--- src/rtl/heap_sift_ctrl.sv ---
// Replace-top sift-down sequencer for a BRAM-backed max-heap; owns the single memory port per operation.
// Optional HEAP_SIFT_STATS_EN adds the sift_levels output (swap count of the last operation).
module heap_sift_ctrl #(
    parameter int unsigned DATA_WIDTH = 32,
    parameter int unsigned ADDR_WIDTH = 10
) (
    input  logic                  clk,
    input  logic                  rst_n,
    input  logic                  start,
    input  logic [DATA_WIDTH-1:0] in_data,
    input  logic [ADDR_WIDTH:0]   heap_size,
    output logic                  busy,
    output logic                  done,
    output logic [ADDR_WIDTH-1:0] mem_addr,
    output logic                  mem_rd_en,
    output logic                  mem_wr_en,
    output logic [DATA_WIDTH-1:0] mem_wdata,
    input  logic [DATA_WIDTH-1:0] mem_rdata
`ifdef HEAP_SIFT_STATS_EN
    ,
    output logic [ADDR_WIDTH-1:0] sift_levels
`endif
);

    typedef enum logic [2:0] {
        S_IDLE,
        S_READ_L,
        S_READ_R,
        S_CMP,
        S_DONE
    } state_t;

    state_t                  state_q;
    logic [DATA_WIDTH-1:0]   carry_q;
    logic [DATA_WIDTH-1:0]   left_q;
    logic [DATA_WIDTH-1:0]   pend_data_q;
    logic [DATA_WIDTH-1:0]   wdata_q;
    logic [ADDR_WIDTH-1:0]   idx_q;
    logic [ADDR_WIDTH-1:0]   pend_addr_q;
    logic [ADDR_WIDTH-1:0]   addr_q;
    logic                    right_abs_q;
    logic                    pend_q;
    logic                    busy_q;
    logic                    done_q;
    logic                    rd_q;
    logic                    wr_q;

    logic [ADDR_WIDTH:0]     lidx_d;
    logic [ADDR_WIDTH:0]     ridx_d;
    logic [ADDR_WIDTH:0]     next_left_d;
    logic [DATA_WIDTH-1:0]   right_val_d;
    logic [DATA_WIDTH-1:0]   win_val_d;
    logic [ADDR_WIDTH-1:0]   win_idx_d;
    logic                    go_left_d;
    logic                    swap_d;
    logic                    leaf_d;
    logic                    next_leaf_d;
    logic                    to_done_d;

    always_comb begin
        lidx_d      = {idx_q, 1'b1};
        ridx_d      = lidx_d + (ADDR_WIDTH+1)'(1);
        leaf_d      = (lidx_d >= heap_size);
        right_val_d = right_abs_q ? '0 : mem_rdata;
        go_left_d   = (left_q >= right_val_d);
        swap_d      = go_left_d ? (carry_q < left_q) : (carry_q <= right_val_d);
        win_idx_d   = go_left_d ? lidx_d[ADDR_WIDTH-1:0] : ridx_d[ADDR_WIDTH-1:0];
        win_val_d   = go_left_d ? left_q : right_val_d;
        next_left_d = (state_q == S_IDLE) ? (ADDR_WIDTH+1)'(1) : {win_idx_d, 1'b1};
        next_leaf_d = (next_left_d >= heap_size);
        to_done_d   = ((state_q == S_READ_L) && leaf_d) || ((state_q == S_CMP) && !swap_d);
    end

    // A swap's write cannot share the next level's READ_L slot (left read), so it is
    // held pending and issued in the next free slot: that level's CMP cycle, or its
    // READ_L cycle when the new node is a leaf. Write order and per-level count are unchanged.
    always_ff @(posedge clk or negedge rst_n) begin
        if (!rst_n) begin
            state_q     <= S_IDLE;
            carry_q     <= '0;
            left_q      <= '0;
            pend_data_q <= '0;
            wdata_q     <= '0;
            idx_q       <= '0;
            pend_addr_q <= '0;
            addr_q      <= '0;
            right_abs_q <= 1'b0;
            pend_q      <= 1'b0;
            busy_q      <= 1'b0;
            done_q      <= 1'b0;
            rd_q        <= 1'b0;
            wr_q        <= 1'b0;
        end else begin
            rd_q   <= 1'b0;
            wr_q   <= 1'b0;
            done_q <= 1'b0;
            unique case (state_q)
                S_IDLE: begin
                    if (start) begin
                        carry_q <= in_data;
                        idx_q   <= '0;
                        pend_q  <= 1'b0;
                        busy_q  <= 1'b1;
                        state_q <= S_READ_L;
                        if (!next_leaf_d) begin
                            rd_q   <= 1'b1;
                            addr_q <= next_left_d[ADDR_WIDTH-1:0];
                        end
                    end
                end
                S_READ_L: begin
                    if (leaf_d) begin
                        state_q <= S_DONE;
                        done_q  <= 1'b1;
                        wr_q    <= 1'b1;
                        addr_q  <= idx_q;
                        wdata_q <= carry_q;
                    end else begin
                        state_q     <= S_READ_R;
                        right_abs_q <= (ridx_d >= heap_size);
                        if (ridx_d < heap_size) begin
                            rd_q   <= 1'b1;
                            addr_q <= ridx_d[ADDR_WIDTH-1:0];
                        end
                    end
                end
                S_READ_R: begin
                    left_q  <= mem_rdata;
                    state_q <= S_CMP;
                    if (pend_q) begin
                        wr_q    <= 1'b1;
                        addr_q  <= pend_addr_q;
                        wdata_q <= pend_data_q;
                        pend_q  <= 1'b0;
                    end
                end
                S_CMP: begin
                    if (swap_d) begin
                        idx_q   <= win_idx_d;
                        state_q <= S_READ_L;
                        if (next_leaf_d) begin
                            wr_q    <= 1'b1;
                            addr_q  <= idx_q;
                            wdata_q <= win_val_d;
                        end else begin
                            rd_q        <= 1'b1;
                            addr_q      <= next_left_d[ADDR_WIDTH-1:0];
                            pend_q      <= 1'b1;
                            pend_addr_q <= idx_q;
                            pend_data_q <= win_val_d;
                        end
                    end else begin
                        state_q <= S_DONE;
                        done_q  <= 1'b1;
                        wr_q    <= 1'b1;
                        addr_q  <= idx_q;
                        wdata_q <= carry_q;
                    end
                end
                S_DONE: begin
                    busy_q  <= 1'b0;
                    state_q <= S_IDLE;
                end
                default: state_q <= S_IDLE;
            endcase
        end
    end

`ifdef HEAP_SIFT_STATS_EN
    logic [ADDR_WIDTH-1:0] lvl_cnt_q;
    logic [ADDR_WIDTH-1:0] sift_levels_q;

    always_ff @(posedge clk or negedge rst_n) begin
        if (!rst_n) begin
            lvl_cnt_q     <= '0;
            sift_levels_q <= '0;
        end else begin
            if ((state_q == S_IDLE) && start) begin
                lvl_cnt_q <= '0;
            end else if ((state_q == S_CMP) && swap_d) begin
                lvl_cnt_q <= lvl_cnt_q + 1'b1;
            end
            if (to_done_d) begin
                sift_levels_q <= lvl_cnt_q;
            end
        end
    end

    assign sift_levels = sift_levels_q;
`else
    logic unused_to_done;
    assign unused_to_done = to_done_d;
`endif

    assign busy      = busy_q;
    assign done      = done_q;
    assign mem_addr  = addr_q;
    assign mem_rd_en = rd_q;
    assign mem_wr_en = wr_q;
    assign mem_wdata = wdata_q;

endmodule

--- config.mk ---
export PLATFORM = sky130hd
export DESIGN_NAME = heap_sift_ctrl
export DESIGN_NICKNAME = d
export VERILOG_FILES = /design/src/rtl/heap_sift_ctrl.sv
export SDC_FILE = /design/constraint.sdc
export NUM_CORES = 1
export LEC_CHECK = 0
export ABC_AREA = 1
export ABC_CLOCK_PERIOD_IN_PS = 4890
export BUFFER_PORTS_ARGS = -buffer_cell sky130_fd_sc_hd__buf_2
export CAP_MARGIN = 20
export CORE_AREA = 2 2 191 193
export DETAILED_ROUTE_END_ITERATION = 8
export DIE_AREA = 0 0 193 195
export RECOVER_POWER = 50
export SYNTH_ARGS = -nofsm -noshare
export SYNTH_HDL_FRONTEND = slang
export SYNTH_SLANG_ARGS = --single-unit
--- constraint.sdc ---
create_clock -name clk -period 4.89 [get_ports clk]
set_input_delay 0.489 -clock clk [delete_from_list [all_inputs] [get_ports clk]]
set_output_delay 0.489 -clock clk [all_outputs]
set_load 0.005 [all_outputs]
; ---- Word level (Yosys, flattened, before mapping)
; Cells that the tools add are included.
[totals]
regBits = 167
n_memories = 0
mem_bits_rw = 0
input_bits = 78
output_inout_bits = 46
latchBits = 0
elab_cells = 94
rom_bits = 0
[op_classes]
order_cmp = 7
reduce_logical = 14
n_eq_ne = 12
shifts = 0
add_sub_neg = 1
div_mod_pow = 0
muxes = 44
n_bitwise = 2
n_mul = 0
[ops]
columns = cell, count
row1 = $mux 32, 6
row2 = $mux 10, 10
row3 = $pmux 32 s3, 1
row4 = $pmux 10 s4, 1
row5 = $ge 11x11->1, 3
row6 = $ge 32x32->1, 1
row7 = $le 32x32->1, 1
row8 = $lt 32x32->1, 1
row9 = $pmux 10 s2, 1
row10 = $mux 1, 15
row11 = $ne 2x2->1 const B, 6
row12 = $pmux 3 s4, 1
row13 = $add 11x1->11 const B, 1
row14 = $lt 11x11->1, 1
row15 = $mux 11, 1
row16 = $mux 3, 3
row17 = $pmux 1 s3, 3
row18 = $reduce_and 4->1, 2
row19 = $eq 3x2->1 const B, 2
row20 = $reduce_and 2->1, 3
row21 = $reduce_and 3->1, 2
row22 = $reduce_bool 3->1, 2
row23 = $reduce_and 5->1, 1
row24 = $pmux 1 s2, 2
row25 = 8 further kinds, 10

; ---- Depth between registers and ports, before layout
; Gate-level depths: netlist of run 1.
[logic_depth]
depth_word = 8
ltp_mapped = 33
ltp_nobuf = 31

; ---- Least setup slack after synthesis of run 1
; No wires, ideal clock.
[synth_path]
kind = reg-to-reg
startpoint = register right_abs_q
endpoint = register wdata_q[0] (netlist: mem_wdata[0])
stages_incl_launch_ff = 27
period_less_slack_ns = 3.787
t_required_ns = 4.763
setup_ns = 0.127
arrival_time_ns = 3.660
path_buffers = 4
path_slack_ns = 1.103
cell_sequence = dfrtp_1 > inv_1 > clkbuf_1 > nand2_1 > ha_1 > nand2_1 > nor2_2 > nand4_1 > a21oi_1 > nor2_2 > nand2_2 > buf_6 > clkbuf_1 > nand2_1 > o21ai_0 > nor2_1 > ha_1 > nand2_1 > nor2_1 > o2111ai_1 > nor2_2 > nor2_4 > nand3_4 > nand3_4 > buf_2 > nand2_1 > o21ai_0
[synth_between]
elab_chain_cells = 7
word_cells_on_any_way = 13
classes_between = 3 x order compare / 1 x eq/ne / 8 x mux / 1 x reduce/logical
[synth_lines]
columns = item, line
row1 = start: declaration, 41  ; logic right_abs_q;
row2 = start signal: assignment, 120  ; right_abs_q <= (ridx_d >= heap_size);
row3 = $mux 32 *, 64  ; right_val_d = right_abs_q ? '0 : mem_rdata;
row4 = $ge 32x32->1, 65  ; go_left_d = (left_q >= right_val_d);
row5 = $mux 10, 67  ; win_idx_d = go_left_d ? lidx_d[ADDR_WIDTH-1:0] : ridx_d[ADDR_WIDTH-1:0];
row6 = $mux 11, 69  ; next_left_d = (state_q == S_IDLE) ? (ADDR_WIDTH+1)'(1) : {win_idx_d, 1'b1};
row7 = $ge 11x11->1, 70  ; next_leaf_d = (next_left_d >= heap_size);
row8 = $ne 3x3->1 (no source line), -
row9 = $reduce_and 4->1 (no source line), -
row10 = end signal: assignment, 117  ; wdata_q <= carry_q;
row11 = end signal: assignment, 133  ; wdata_q <= pend_data_q;
row12 = end signal: assignment, 144  ; wdata_q <= win_val_d;
row13 = end: declaration, 37  ; logic [DATA_WIDTH-1:0] wdata_q;
; Mark *: on every way between the ends. The rest lies on a longest branch, timed or not. The select of a mux whose other input is x is not followed.
; A chain may end at the register's enable or synchronous reset.

; ---- Worst setup path in the final report of run 1
[layout_path]
startpoint = register right_abs_q
endpoint = register addr_q[9] (netlist: mem_addr[9])
[layout_between]
elab_chain_cells = 8
word_cells_on_any_way = 14
classes_between = 3 x order compare / 1 x eq/ne / 9 x mux / 1 x reduce/logical
[layout_lines]
columns = item, line
row1 = $mux 32 *, 64
row2 = $ge 32x32->1, 65
row3 = $mux 10, 67
row4 = $mux 11, 69
row5 = $ge 11x11->1, 70
row6 = $mux 10, 141  ; if (next_leaf_d) begin
row7 = $mux 10, 138  ; if (swap_d) begin
row8 = $pmux 10 s4, 97  ; unique case (state_q)
row9 = end signal: assignment, 107  ; addr_q <= next_left_d[ADDR_WIDTH-1:0];
row10 = end signal: assignment, 143  ; addr_q <= idx_q;
row11 = end signal: assignment, 147  ; addr_q <= next_left_d[ADDR_WIDTH-1:0];
row12 = end: declaration, 40  ; logic [ADDR_WIDTH-1:0] addr_q;
; Marks and branches as above.

==> results.json, run 1 <==
{
  "seq_area_frac_synth": 0.3840,
  "drive_gt1_frac": 0.1291,
  "clk_latency_ns": 0.45,
  "async_reset_ff_frac": 1.000,
  "n_fill_cell": 3786,
  "synth-adder-area-share": 0.1437,
  "die_width_um": 193,
  "cts_tree": "done",
  "cp.buffers_inverters": 4,
  "fin_nets": 1685,
  "start_util": 0.3075,
  "yosys.area.top_type": "dfrtp_1",
  "cellPowerDensity_mw_per_mm2": 736.4,
  "core_mm2": 0.03540,
  "synth_flop_cell": "dfrtp_1",
  "maxCapViolCount": 2,
  "ctsResizeCount": 0,
  "clock_sinks": 167,
  "root_buffer": "clkbuf_16",
  "swShare": 0.5015,
  "seqPwrFrac": 0.280,
  "ios": 124,
  "ant_nets": 0,
  "status": "finished, violations left",
  "synth_area_per_cell_um2": 7.933,
  "cp-start-kind": "flop",
  "setup_viol": 0,
  "routed_wl_um": 33530,
  "critical_path.slowest_cell": "dfrtp_1",
  "cpPeakStageDelay_ns": 0.38,
  "worstPathArrival_ns": 4.69,
  "hold_class": "in -> reg",
  "place_congestion": 0.8994,
  "slew_headroom": -0.8071,
  "route.detailed.drc": 0,
  "dr_total_vias": 9830,
  "syn_nets": 1575,
  "finalSetupTns_ns": 0,
  "comb_power_share": 0.577,
  "grt_antenna_before_repair": 0,
  "multiInputGateArea_mm2": 0.005831,
  "clkPwrFrac": 0.143,
  "skew_ns": 0.008861,
  "power.leakage_uw": 0.006355,
  "ff2ff_path_depth": 28,
  "hpwl_um": 24610,
  "detail_route.wl_per_cell_um": 17.14,
  "post_cts_buffers": 0,
  "hold_violations": 0,
  "muxShareOfSynthArea": 0.02069,
  "grt_usage": 0.1826,
  "period_minus_slack_ns": 4.307,
  "worst_pin_slew_ns": 2.711,
  "area_growth_pct": 15.02,
  "fin_crit_sh": 0.8808,
  "violations": "max-capacitance violations, max-slew violations",
  "cts.htree.levels": 4,
  "synth_compound_area_frac": 0.1678,
  "grt_pass1_vias": 9672,
  "port_buffers": 123,
  "yosysTopAreaCellShare": 0.3840,
  "fmax_mhz": 232.2,
  "vdd_drop_max_mv": 0.6542,
  "synth_cells": 1372,
  "drt_iter0_markers": 780,
  "cts_max_path_buffers": 2,
  "cts_buffers": 17,
  "std_cell_rows": 69,
  "p_sw_uw": 4624,
  "synth_warnings": 0,
  "grt_max_degree": 104,
  "holdPathStages": 2,
  "cpLargestDelayFamily": "simple AND/OR/NAND/NOR gates",
  "drtPass1Iterations": 8,
  "yosys.area_share.simple": 0.1957,
  "finalMaxSlewViolations": 133,
  "rsz0062_at_grt": "false",
  "seqCellArea_mm2": 0.004179,
  "worst-path-stages": 28,
  "die_h_um": 195,
  "path_max_fanout": 20,
  "p_int_uw": 4595,
  "fin_util": 0.3537,
  "viasPerCell": 5.026,
  "synth-seq-cells": 167,
  "die-area_mm2": 0.03764,
  "antenna_cells": 0,
  "worstSetupEndpointType": "flop",
  "critical_path_class": "reg -> reg",
  "synth_xor_area_frac": 0.006438,
  "synth_area_leaders": "dfrtp_1, ha_1, nand2_1",
  "ys_types": 42,
  "cp.required_ns": 5.27,
  "postCtsHoldBufs": 0,
  "crit_path_frequent_cell": "nand2_1",
  "grt.overflow.total": 0,
  "synth-edff-count": 0,
  "grt_pass1_wl_um": 53610,
  "path_clk_slew_ns": 0.07,
  "p_total_uw": 9219,
  "synth_top_family_by_area": "simple AND/OR/NAND/NOR gates",
  "netlist_area_mm2": 0.01088
}
## per-layer routing
layer,vias up,routed length (µm),GRT usage
li1,4813,-,-
met1,4644,15390,0.2548
met2,329,15370,0.2924
met3,44,2167,0.03289
met4,0,604,0.04349
met5,-,0,0
## layout by cell type (no fill, tap or decap), types with 15 or more instances in the layout
cell       count
a21oi_1       94
buf_2         91
buf_4         15
clkbuf_1      32
clkbuf_16     17
dfrtp_1      167
ha_1         125
inv_1        165
mux2_2        20
nand2_1      354
nand3_1       18
nand4_1       18
nor2_1        83
o211ai_1      38
o21ai_0      106
o21ai_1       19
o22ai_1       33
## area by class of cell
| class | instances | area share |
|---|---|---|
| sequential | 167 | 0.3338 |
| clock inverter | 14 | 0.009394 |
| tap | 461 | 0.04607 |
| clock buffer | 18 | 0.03508 |
| timing repair buffer | 142 | 0.05827 |
| inverter | 171 | 0.05167 |
| multi-input combinational | 983 | 0.4657 |
## final timing paths
path | endpoint | slack, ns | startpoint
min | carry_q[5] | 0.27 | in_data[5]
max reg2reg | mem_addr[9] | 0.58 | right_abs_q
min in group asynchronous | carry_q[21] | 0.89 | rst_n
min reg2reg | mem_wdata[12] | 0.48 | mem_wdata[12]
max | mem_addr[9] | 0.58 | right_abs_q
max in group asynchronous | left_q[15] | 1.43 | rst_n
## Yosys cell counts (5+ instances only)
master	n
a21oi_1	94
buf_1	5
buf_2	15
clkbuf_1	25
dfrtp_1	167
ha_1	125
inv_1	165
mux2_2	20
nand2_1	355
nand2_2	5
nand3_1	18
nand4_1	18
nor2_1	84
nor3_1	7
o211ai_1	38
o21ai_0	106
o21ai_1	19
o221ai_1	11
o22ai_1	33
or2_2	7
xor2_1	8
## registers in the layout, summed over array words and instances (netlist names)
register / count
done: 1
mem_wdata: 32
carry_q: 32
idx_q: 10
busy: 1
mem_addr: 10
mem_rd_en: 1
state_q: 3
pend_data_q: 32
left_q: 32
pend_addr_q: 10
mem_wr_en: 1
right_abs_q: 1
pend_q: 1
## power groups by stage
stage | registers (µW) | clock network [µW] | logic, µW
after floorplan | 2440 | 0 | 3800
after global placement | 2590 | 0 | 5180
after detailed placement | 2600 | 0 | 5300
after CTS | 2580 | 1350 | 5340
after global routing | 2660 | 1410 | 6100
final | 2580 | 1320 | 5320
## kinds of logic after synthesis
family                     after synthesis
xor gates and xnor gates                 8
AOI/OAI and AO/OA                      320
and+or+nand+nor                        510
DFF                                    167
buffers and inverters                  222
adders and majority gates              125
muxes                                   20
## through the flow
stage	worst slack, ns	hold WS, ns	instance area (µm²)	instances
6_report	0.5830	0.2665	12520	1956
3_3_place_gp	0.4675	0.4485	11980	1923
2_1_floorplan	1.103	0.1934	10880	1372
4_1_cts	0.3734	0.2092	12540	1955
5_1_grt	0.03860	0.2548	12520	1956
3_5_place_dp	0.4022	0.4608	11980	1923
Note: power is estimated with default switching activity, not from simulation.
==> run 2: changes to the inputs <==
PLACE_DENSITY = 0.53   (was unset)
==> run 2 against run 1 <==
  * The run still ends with max-capacitance violations, max-slew violations left
  * Routed wire length increased by 1.6%
  * Fmax decreased by 3.9%
  * Non-clock buffer count increased by 4
  * Clock skew increased by 0.0050 ns
  * Count of clock-buffer cells in the layout decreased by 1
  * Worst setup slack got worse by 0.18 ns
  * Hold slack about the same
==> results.json, run 2 (synthesis results as in run 1) <==
{
  "place_congestion": 0.8475,
  "skew_ns": 0.01384,
  "cts.htree.levels": 4,
  "cellPowerDensity_mw_per_mm2": 741.7,
  "finalSetupTns_ns": 0,
  "p_total_uw": 9316,
  "fin_crit_sh": 0.9170,
  "hold_class": "in -> reg",
  "worst_pin_slew_ns": 2.027,
  "path_max_fanout": 20,
  "grt_antenna_before_repair": 0,
  "post_cts_buffers": 0,
  "path_clk_slew_ns": 0.07,
  "worstSetupEndpointType": "flop",
  "core_mm2": 0.03540,
  "setup_viol": 0,
  "status": "finished, violations left",
  "cts_max_path_buffers": 2,
  "critical_path_class": "reg -> reg",
  "start_util": 0.3075,
  "dr_total_vias": 9735,
  "worstPathArrival_ns": 4.87,
  "die_width_um": 193,
  "clk_latency_ns": 0.45,
  "finalMaxSlewViolations": 170,
  "cp-start-kind": "flop",
  "layout_commonest_cell": "nand2_1",
  "std_cell_rows": 69,
  "die_h_um": 195,
  "grt.overflow.total": 0,
  "fmax_mhz": 223.0,
  "cts_tree": "done",
  "hold_violations": 0,
  "drive_gt1_frac": 0.1334,
  "crit_start": "right_abs_q",
  "slew_headroom": -0.3511,
  "cts_buffers": 17,
  "grt_max_degree": 132,
  "final_cell_mix": "nand2_1, dfrtp_1, inv_1",
  "r2r-start": "right_abs_q",
  "vdd_drop_max_mv": 0.5570,
  "detail_route.wl_per_cell_um": 17.38,
  "drt_iter0_markers": 614,
  "n_fill_cell": 3825,
  "ios": 124,
  "routed_wl_um": 34060,
  "antenna_cells": 0,
  "area_growth_pct": 15.40,
  "clock_sinks": 167,
  "viasPerCell": 4.967,
  "power.leakage_uw": 0.006395,
  "route.detailed.drc": 0,
  "period_minus_slack_ns": 4.484,
  "hpwl_um": 24790,
  "rsz0062_at_grt": "false",
  "min_from": "in_data[16]",
  "grt_pass1_vias": 9705,
  "cp.required_ns": 5.27,
  "grt_usage": 0.1864,
  "port_buffers": 123,
  "grt_pass1_wl_um": 53990,
  "die-area_mm2": 0.03764,
  "root_buffer": "clkbuf_16",
  "fin_nets": 1689,
  "violations": "max-capacitance violations, max-slew violations",
  "ant_nets": 0,
  "maxCapViolCount": 2,
  "drtPass1Iterations": 5
}
## run 2: cell type report
| class | instances | area, µm² | share of cell area |
|---|---|---|---|
| Tap cell | 461 | 576.8 | 0.04592 |
| Multi-Input combinational cell | 983 | 5826 | 0.4638 |
| Sequential cell | 167 | 4179 | 0.3327 |
| Clock buffer | 17 | 425.4 | 0.03387 |
| Clock inverter | 15 | 140.1 | 0.01116 |
| Inverter | 171 | 641.9 | 0.05110 |
| Timing Repair Buffer | 146 | 772.0 | 0.06146 |
## run 2: path summary, 6_finish.rpt
| kind | cells after the start | to | slack [ns] |
|---|---|---|---|
| worst max-delay path | 24 | mem_addr[9] | 0.41 |
| worst min-delay path | 2 | carry_q[16] | 0.27 |
| worst max register to register | 24 | mem_addr[9] | 0.41 |
| worst min register to register | 2 | mem_wdata[22] | 0.48 |
| max in group asynchronous | 3 | pend_addr_q[5] | 0.78 |
| min in group asynchronous | 2 | carry_q[21] | 1.15 |
## run 2: critical path, cell delays in order (launching register included)
cell and delay [ns]:
dfrtp_1 0.38, inv_1 0.08, buf_4 0.27, nand2_1 0.14, ha_1 0.31, nand2_1 0.06
nor2_1 0.19, nand2_1 0.10, a21oi_1 0.20, nor2_2 0.07, nand2_2 0.32, xor2_1 0.18
inv_1 0.07, nor2_1 0.17, ha_1 0.26, a21boi_0 0.13, o2111ai_1 0.22, nor2_2 0.08
nor2_4 0.15, nand2_2 0.25, nand2_2 0.16, nand3_4 0.23, nor2_1 0.21, nand2_1 0.11
nand2_1 0.07
## run 2: through the flow
step / util / cells / hold slack, ns / setup slack [ns] / area, µm²
2_1_floorplan: - / 1372 / 0.1934 / 1.103 / 10880
3_3_place_gp: 0.3400 / 1927 / 0.4141 / 0.4715 / 12040
3_5_place_dp: 0.3400 / 1927 / 0.4126 / 0.4004 / 12040
4_1_cts: 0.3563 / 1960 / 0.2487 / 0.3547 / 12610
5_1_grt: 0.3549 / 1960 / 0.2465 / 0.002727 / 12560
6_report: 0.3549 / 1960 / 0.2661 / 0.4059 / 12560
## run 2: routing by layer
| layer | part of all wire | GRT usage |
|---|---|---|
| met5 | 0 | 0 |
| met4 | 0.021 | 0.05303 |
| met3 | 0.042 | 0.02876 |
| met2 | 0.46 | 0.3020 |
| met1 | 0.48 | 0.2565 |
## run 2: report_power, final
group          total, µW  switching, µW  internal, µW
registers           2560            501          2060
clock network       1360            645           713
logic               5400           3520          1880
## run 2: what timing repair did
action / 4_1_cts / 5_1_grt
gates resized for setup: 0 / 1
hold endpoints to repair: 36 / 0
endpoints found under the setup margin: 0 / 5
hold buffers: 1 / 0
